### src/rtl/qupls_beb_queue_pkg.sv
// Shared Qupls types for the branch-execute buffer (BEB): deferred memory-op entries,
// checkpoint indexes and BEB slot indexes.
package QuplsPkg;

  localparam int BEB_ENTRIES  = 8;
  localparam int NCHECKPOINTS = 8;

  typedef logic [31:0] value_t;
  typedef logic [31:0] pc_address_t;
  typedef logic [31:0] instruction_t;
  typedef logic [8:0]  pregno_t;
  typedef logic [$clog2(NCHECKPOINTS)-1:0] checkpt_ndx_t;

  // Sized for the deepest supported queue (16 slots) so any depth fits.
  typedef logic [3:0] beb_ndx_t;

  typedef struct packed {
    logic       load;
    logic       store;
    logic [1:0] memsz;
    logic [11:0] misc;
  } decode_bus_t;

  typedef struct packed {
    value_t       argA;
    value_t       argB;
    value_t       argM;
    decode_bus_t  decbus;
    instruction_t op;
    pc_address_t  pc;
    checkpt_ndx_t cndx;
    logic         excv;
    pregno_t      pRc;
    logic         argC_v;
  } beb_entry_t;

endpackage

### src/rtl/qupls_beb_queue.sv
// Circular queue of deferred memory ops feeding the agen station whenever the ROB
// is not issuing to it; entries belonging to a flushed checkpoint are reclaimed unissued.
module qupls_beb_queue
  import QuplsPkg::*;
#(
  parameter int BEB_ENTRIES = QuplsPkg::BEB_ENTRIES
) (
  input  logic                          clk,
  input  logic                          rst,
  input  logic                          enq,
  input  beb_entry_t                    enq_entry,
  input  logic                          agen_idle,
  input  logic                          rob_issue,
  input  logic                          flush,
  input  checkpt_ndx_t                  flush_cndx,
  output logic                          beb_issue,
  output beb_ndx_t                      bndx,
  output beb_entry_t                    beb,
  output logic                          full,
  output logic                          empty,
  output logic [$clog2(BEB_ENTRIES):0]  count,
  output logic                          ovf
);

  localparam int NdxW = $clog2(BEB_ENTRIES);
  localparam int CntW = NdxW + 1;

  logic [NdxW-1:0]        head;
  logic [NdxW-1:0]        tail;
  beb_entry_t             slots [BEB_ENTRIES];
  logic [BEB_ENTRIES-1:0] slotValid;
  logic [BEB_ENTRIES-1:0] validNext;
  logic [CntW-1:0]        countNext;
  logic                   headValid;
  logic                   headFlushed;
  logic                   reclaim;
  logic                   deq;
  logic                   doEnq;

  assign empty       = (count == '0);
  assign full        = (count == CntW'(BEB_ENTRIES));
  assign headValid   = slotValid[head];
  assign headFlushed = flush && (slots[head].cndx == flush_cndx);

  // The ROB owns the station when it issues, so the queue only fills idle cycles.
  assign beb_issue = !empty && headValid && agen_idle && !rob_issue && !headFlushed;
  assign reclaim   = !empty && !headValid;
  assign deq       = beb_issue || reclaim;
  assign doEnq     = enq && !full;

  assign bndx = beb_ndx_t'(head);
  assign beb  = empty ? '0 : slots[head];

  always_comb begin
    countNext = count;
    if (doEnq && !deq)
      countNext = count + CntW'(1);
    else if (!doEnq && deq)
      countNext = count - CntW'(1);
  end

  // Flush only kills validity; slots stay allocated until head walks over them.
  always_comb begin
    validNext = slotValid;
    if (flush) begin
      for (int i = 0; i < BEB_ENTRIES; i++) begin
        if (slots[i].cndx == flush_cndx)
          validNext[i] = 1'b0;
      end
    end
    if (deq)
      validNext[head] = 1'b0;
    if (doEnq)
      validNext[tail] = !(flush && (enq_entry.cndx == flush_cndx));
  end

  always_ff @(posedge clk or negedge rst) begin
    if (!rst) begin
      head      <= '0;
      tail      <= '0;
      count     <= '0;
      slotValid <= '0;
      ovf       <= 1'b0;
    end else begin
      if (deq)
        head <= head + NdxW'(1);
      if (doEnq)
        tail <= tail + NdxW'(1);
      count     <= countNext;
      slotValid <= validNext;
      if (enq && full)
        ovf <= 1'b1;
    end
  end

  // Payload storage needs no reset; validity and empty gate everything visible.
  always_ff @(posedge clk) begin
    if (doEnq)
      slots[tail] <= enq_entry;
  end

endmodule

### config.mk
export PLATFORM = sky130hd
export DESIGN_NAME = qupls_beb_queue
export DESIGN_NICKNAME = d
export VERILOG_FILES = /design/src/rtl/qupls_beb_queue_pkg.sv /design/src/rtl/qupls_beb_queue.sv
export SDC_FILE = /design/constraint.sdc
export NUM_CORES = 2
export LEC_CHECK = 0
export BUFFER_PORTS_ARGS = -buffer_cell sky130_fd_sc_hd__buf_2
export CAP_MARGIN = 20
export CORE_AREA = 2 2 256 447
export CTS_CLUSTER_DIAMETER = 50
export DETAILED_ROUTE_END_ITERATION = 12
export DIE_AREA = 0 0 258 449
export GPL_TIMING_DRIVEN = 0
export PLACE_DENSITY = 0.8
export SLEW_MARGIN = 40
export SYNTH_ARGS = -nofsm -noshare
export SYNTH_HDL_FRONTEND = slang
export SYNTH_SLANG_ARGS = --single-unit
### constraint.sdc
create_clock -name clk -period 16.06 [get_ports clk]
set_input_delay 1.606 -clock clk [delete_from_list [all_inputs] [get_ports clk]]
set_output_delay 1.606 -clock clk [all_outputs]
set_load 0.02 [all_outputs]
==> run_results.csv <==
group,metric,value,unit
routing,wl_met2,73040,um
routing,drc_errors,0,
setup_path,crit_type,"reg2out",
timing,setup_violations,0,
finish,stdcell_count,4814,
routing,wl_per_cell,28.92,um
synth,async_reset_ff_frac,0.01235,
timing,fmax,165.7,MHz
timing,layout_setup_ws,10020,ps
clock_tree,post_cts_buffers,0,
synth,yosysWarnings,0,
synth,yosysSeqAreaShare,0.7825,
worst_hold_path,hold_path_class,"reg2reg",
place,dp_slack,10850,ps
routing,routed_via_density,5.990,
timing,min_period_over_period,0.3758,
place,hpwl,88120,um
timing,period_needed,6035,ps
clock_tree,worstSkewPairLatency,770,ps
synth,synth_area_leaders,"edfxtp_1 (77%), mux4_2 (14%), mux2i_1 (3.4%)",
pwr,irDropWorstVdd,0.0001759,V
synth,yosysTopAreaCell,"edfxtp_1",
floorplan,dieArea,0.1158,mm2
pwr,netSwitchingFraction,0.3419,
outcome,outcome,"finished, final reports clean",
clock_tree,cts_hold_buffers,0,
global_routing,grt_pass1_wl,203500,um
synth,ys.flop_type,"edfxtp_1",
clock_tree,clockBufferDepth,3,
clock_tree,root_buffer,"clkbuf_16",
clock_tree,cts_tree,"yes",
global_routing,grt_overflow_total,0,
finish,area_delta_synth_final,16.87,%
finish,nets,3412,
timing,holdWs,458.8,ps
clock_tree,clock_sinks,1539,
routing,antenna_left,0,
synth,syn_inst,2583,
synth,syn_nets,2788,
synth,synth_most_common_cell,"edfxtp_1",
routing,highest-signal-layer,"met5",
global_routing,grt_max_degree,58,
routing,firstDrtPassIters,6,
setup_path,required,14450,ps
floorplan,die_x,258,um
pwr,power.switching,4.558,mW
floorplan,die_h,449,um
setup_path,crit_path_cell_trace,"clkbuf_1 > clkbuf_2 > clkbuf_2 > clkbuf_1 > mux4_2 > mux2i_1 > nor2_1 > buf_2",
global_routing,grt_pass1_vias,30060,
setup_path,arrival,4430,ps
timing,drv_slew,0,
floorplan,num_io_pins,401,
synth,synth.avg_cell_area,22.82,um2
synth,synth_seq_cells,1539,
finish,nFillCells,7447,
routing,met1_length,51650,um
floorplan,rows,163,
floorplan,start_util,0.5245,
finish,drive_above_1_share,0.3491,
setup_path,end_kind,"output port",
timing,tightest_slew,889.7,ps
setup_path,max_stage_delay,650,ps
routing,drt_iter0_drc,2983,
routing,num_vias,28830,
clock_tree,cts_resized,0,
routing,wl_met3,10770,um
synth,syn_area,0.05894,mm2
pwr,p_int,8.773,mW
timing,maxSlewHeadroom,0.4068,
place,postPlaceCellArea,0.06434,mm2
setup_path,start_kind,"flop",
setup_path,cp_slowest_cell,"clkbuf_1",
pwr,power.density,193.6,mW/mm2
global_routing,grt_usage,0.2435,
setup_path,crit_fanout,10,
synth,synth_top_area_frac,0.7745,
timing,finClkSkew,36.21,ps
pwr,power_frac_comb,0.364,
routing,routed_wl,139200,um
pwr,seqPwrFrac,0.390,
pwr,p_leak,23.24,nW
timing,finalHoldViolCount,0,
pwr,finalPower,13.33,mW
place,numPortBuffers,397,
global_routing,antenna_found_initial,35,
clock_tree,h-tree-depth,4,
finish,design_area,0.06888,mm2
timing,grt_setup_unrepaired,"no",
synth,ys_types,39,
floorplan,core,0.1124,mm2
clock_tree,clkTransAtPathRegs,60,ps
synth,synthTopCellsByCount,"edfxtp_1 (1520), mux4_2 (377), mux2i_1 (199), nor2_1 (194), clkbuf_1 (76)",
clock_tree,cts_buffers,139,
place,numPlacedInstances,4551,
pwr,power_frac_clock,0.246,
place,gp_congestion,0.8008,
synth,synth_edf_count,1520,
flow_run,maxCapViolCount,0,
-- flip-flops by register name, summed over array words and instances, names as in the netlist --
name,count
slots,1520
slotValid,8
count,4
head,3
tail,3
ovf,1
-- routing by layer --
layer,vias up,track usage
li1,12030,-
met1,15200,0.3059
met2,1326,0.4202
met3,247,0.05871
met4,32,0.07460
met5,-,0
-- cell families (layout without fill, tap and decap cells) --
family                     count (synthesis)  in the layout  synth area share
DFF                                     1539           1539            0.7825
muxes                                    587            587            0.1801
and+or+nand+nor                          243            243           0.01722
buffers and inverters                    149            877           0.01051
xor gates and xnor gates                  36             36          0.005350
AOI/OAI and AO/OA                         22             22          0.002824
adders and majority gates                  6              6          0.001401
other                                      1             19        0.00006363
-- power groups by stage --
stage	combinational, mW	clock, mW	sequential, mW
CTS	4.94	3.34	5.19
detailed placement	4.89	0	5.27
global route	5.15	3.47	5.23
global placement	4.64	0	5.51
floorplan	3.07	0	5.36
finish	4.85	3.28	5.20
-- path summary, 6_finish.rpt --
kind | endpoint | depth (start not counted) | slack (ps) | startpoint
worst max-delay path | beb[74] | 8 | 10020 | head[2]
worst min-delay path | ovf | 1 | 460 | ovf
worst max register to register | count[3] | 14 | 11780 | head[2]
worst min register to register | ovf | 1 | 460 | ovf
max in group asynchronous | slotValid[7] | 1 | 14900 | rst
min in group asynchronous | count[3] | 1 | 800 | rst
-- area by class of cell --
class	instances	area (um2)	share of cell area
clock inverter	85	874.6	0.01270
multi-input combinational	895	12240	0.1777
sequential	1539	46120	0.6696
buffer	136	613.1	0.008901
timing repair buffer	483	3433	0.04985
clock buffer	160	3610	0.05241
antenna	18	45.04	0.0006540
tap	1485	1858	0.02698
inverter	13	86.33	0.001253
-- metrics by stage --
| stage | TNS [ps] | utilization |
|---|---|---|
| 4_1_cts | 0 | 0.6125 |
| 3_5_place_dp | 0 | 0.5726 |
| 2_1_floorplan | 0 | - |
| 6_report | 0 | 0.6129 |
| 3_3_place_gp | -1450250 | 0.5588 |
| 5_1_grt | 0 | 0.6127 |
-- layout by cell type, fill, tap and decap left out, types with 8 or more instances in the layout --
cell / n
edfxtp_1: 1520
buf_2: 446
mux4_2: 377
mux2i_1: 199
nor2_1: 193
clkbuf_16: 141
clkbuf_1: 77
buf_6: 41
xnor2_1: 30
buf_16: 28
clkinv_1: 27
clkbuf_2: 21
dfrtp_1: 19
diode_2: 18
bufinv_16: 13
clkinvlp_4: 12
buf_8: 12
clkinv_2: 11
nand2_1: 9
mux2_2: 9
nand3_1: 9
inv_6: 9
buf_4: 8
inv_1: 8
inv_8: 8
-- worst max-delay path: cells and delay by family (launching register included) --
| kind | cells | cell delay [ps] |
|---|---|---|
| buffers and inverters | 5 | 2420 |
| and+or+nand+nor | 1 | 440 |
| muxes | 2 | 420 |
| DFF | 1 | 340 |
(Power assumes the default switching activity.)
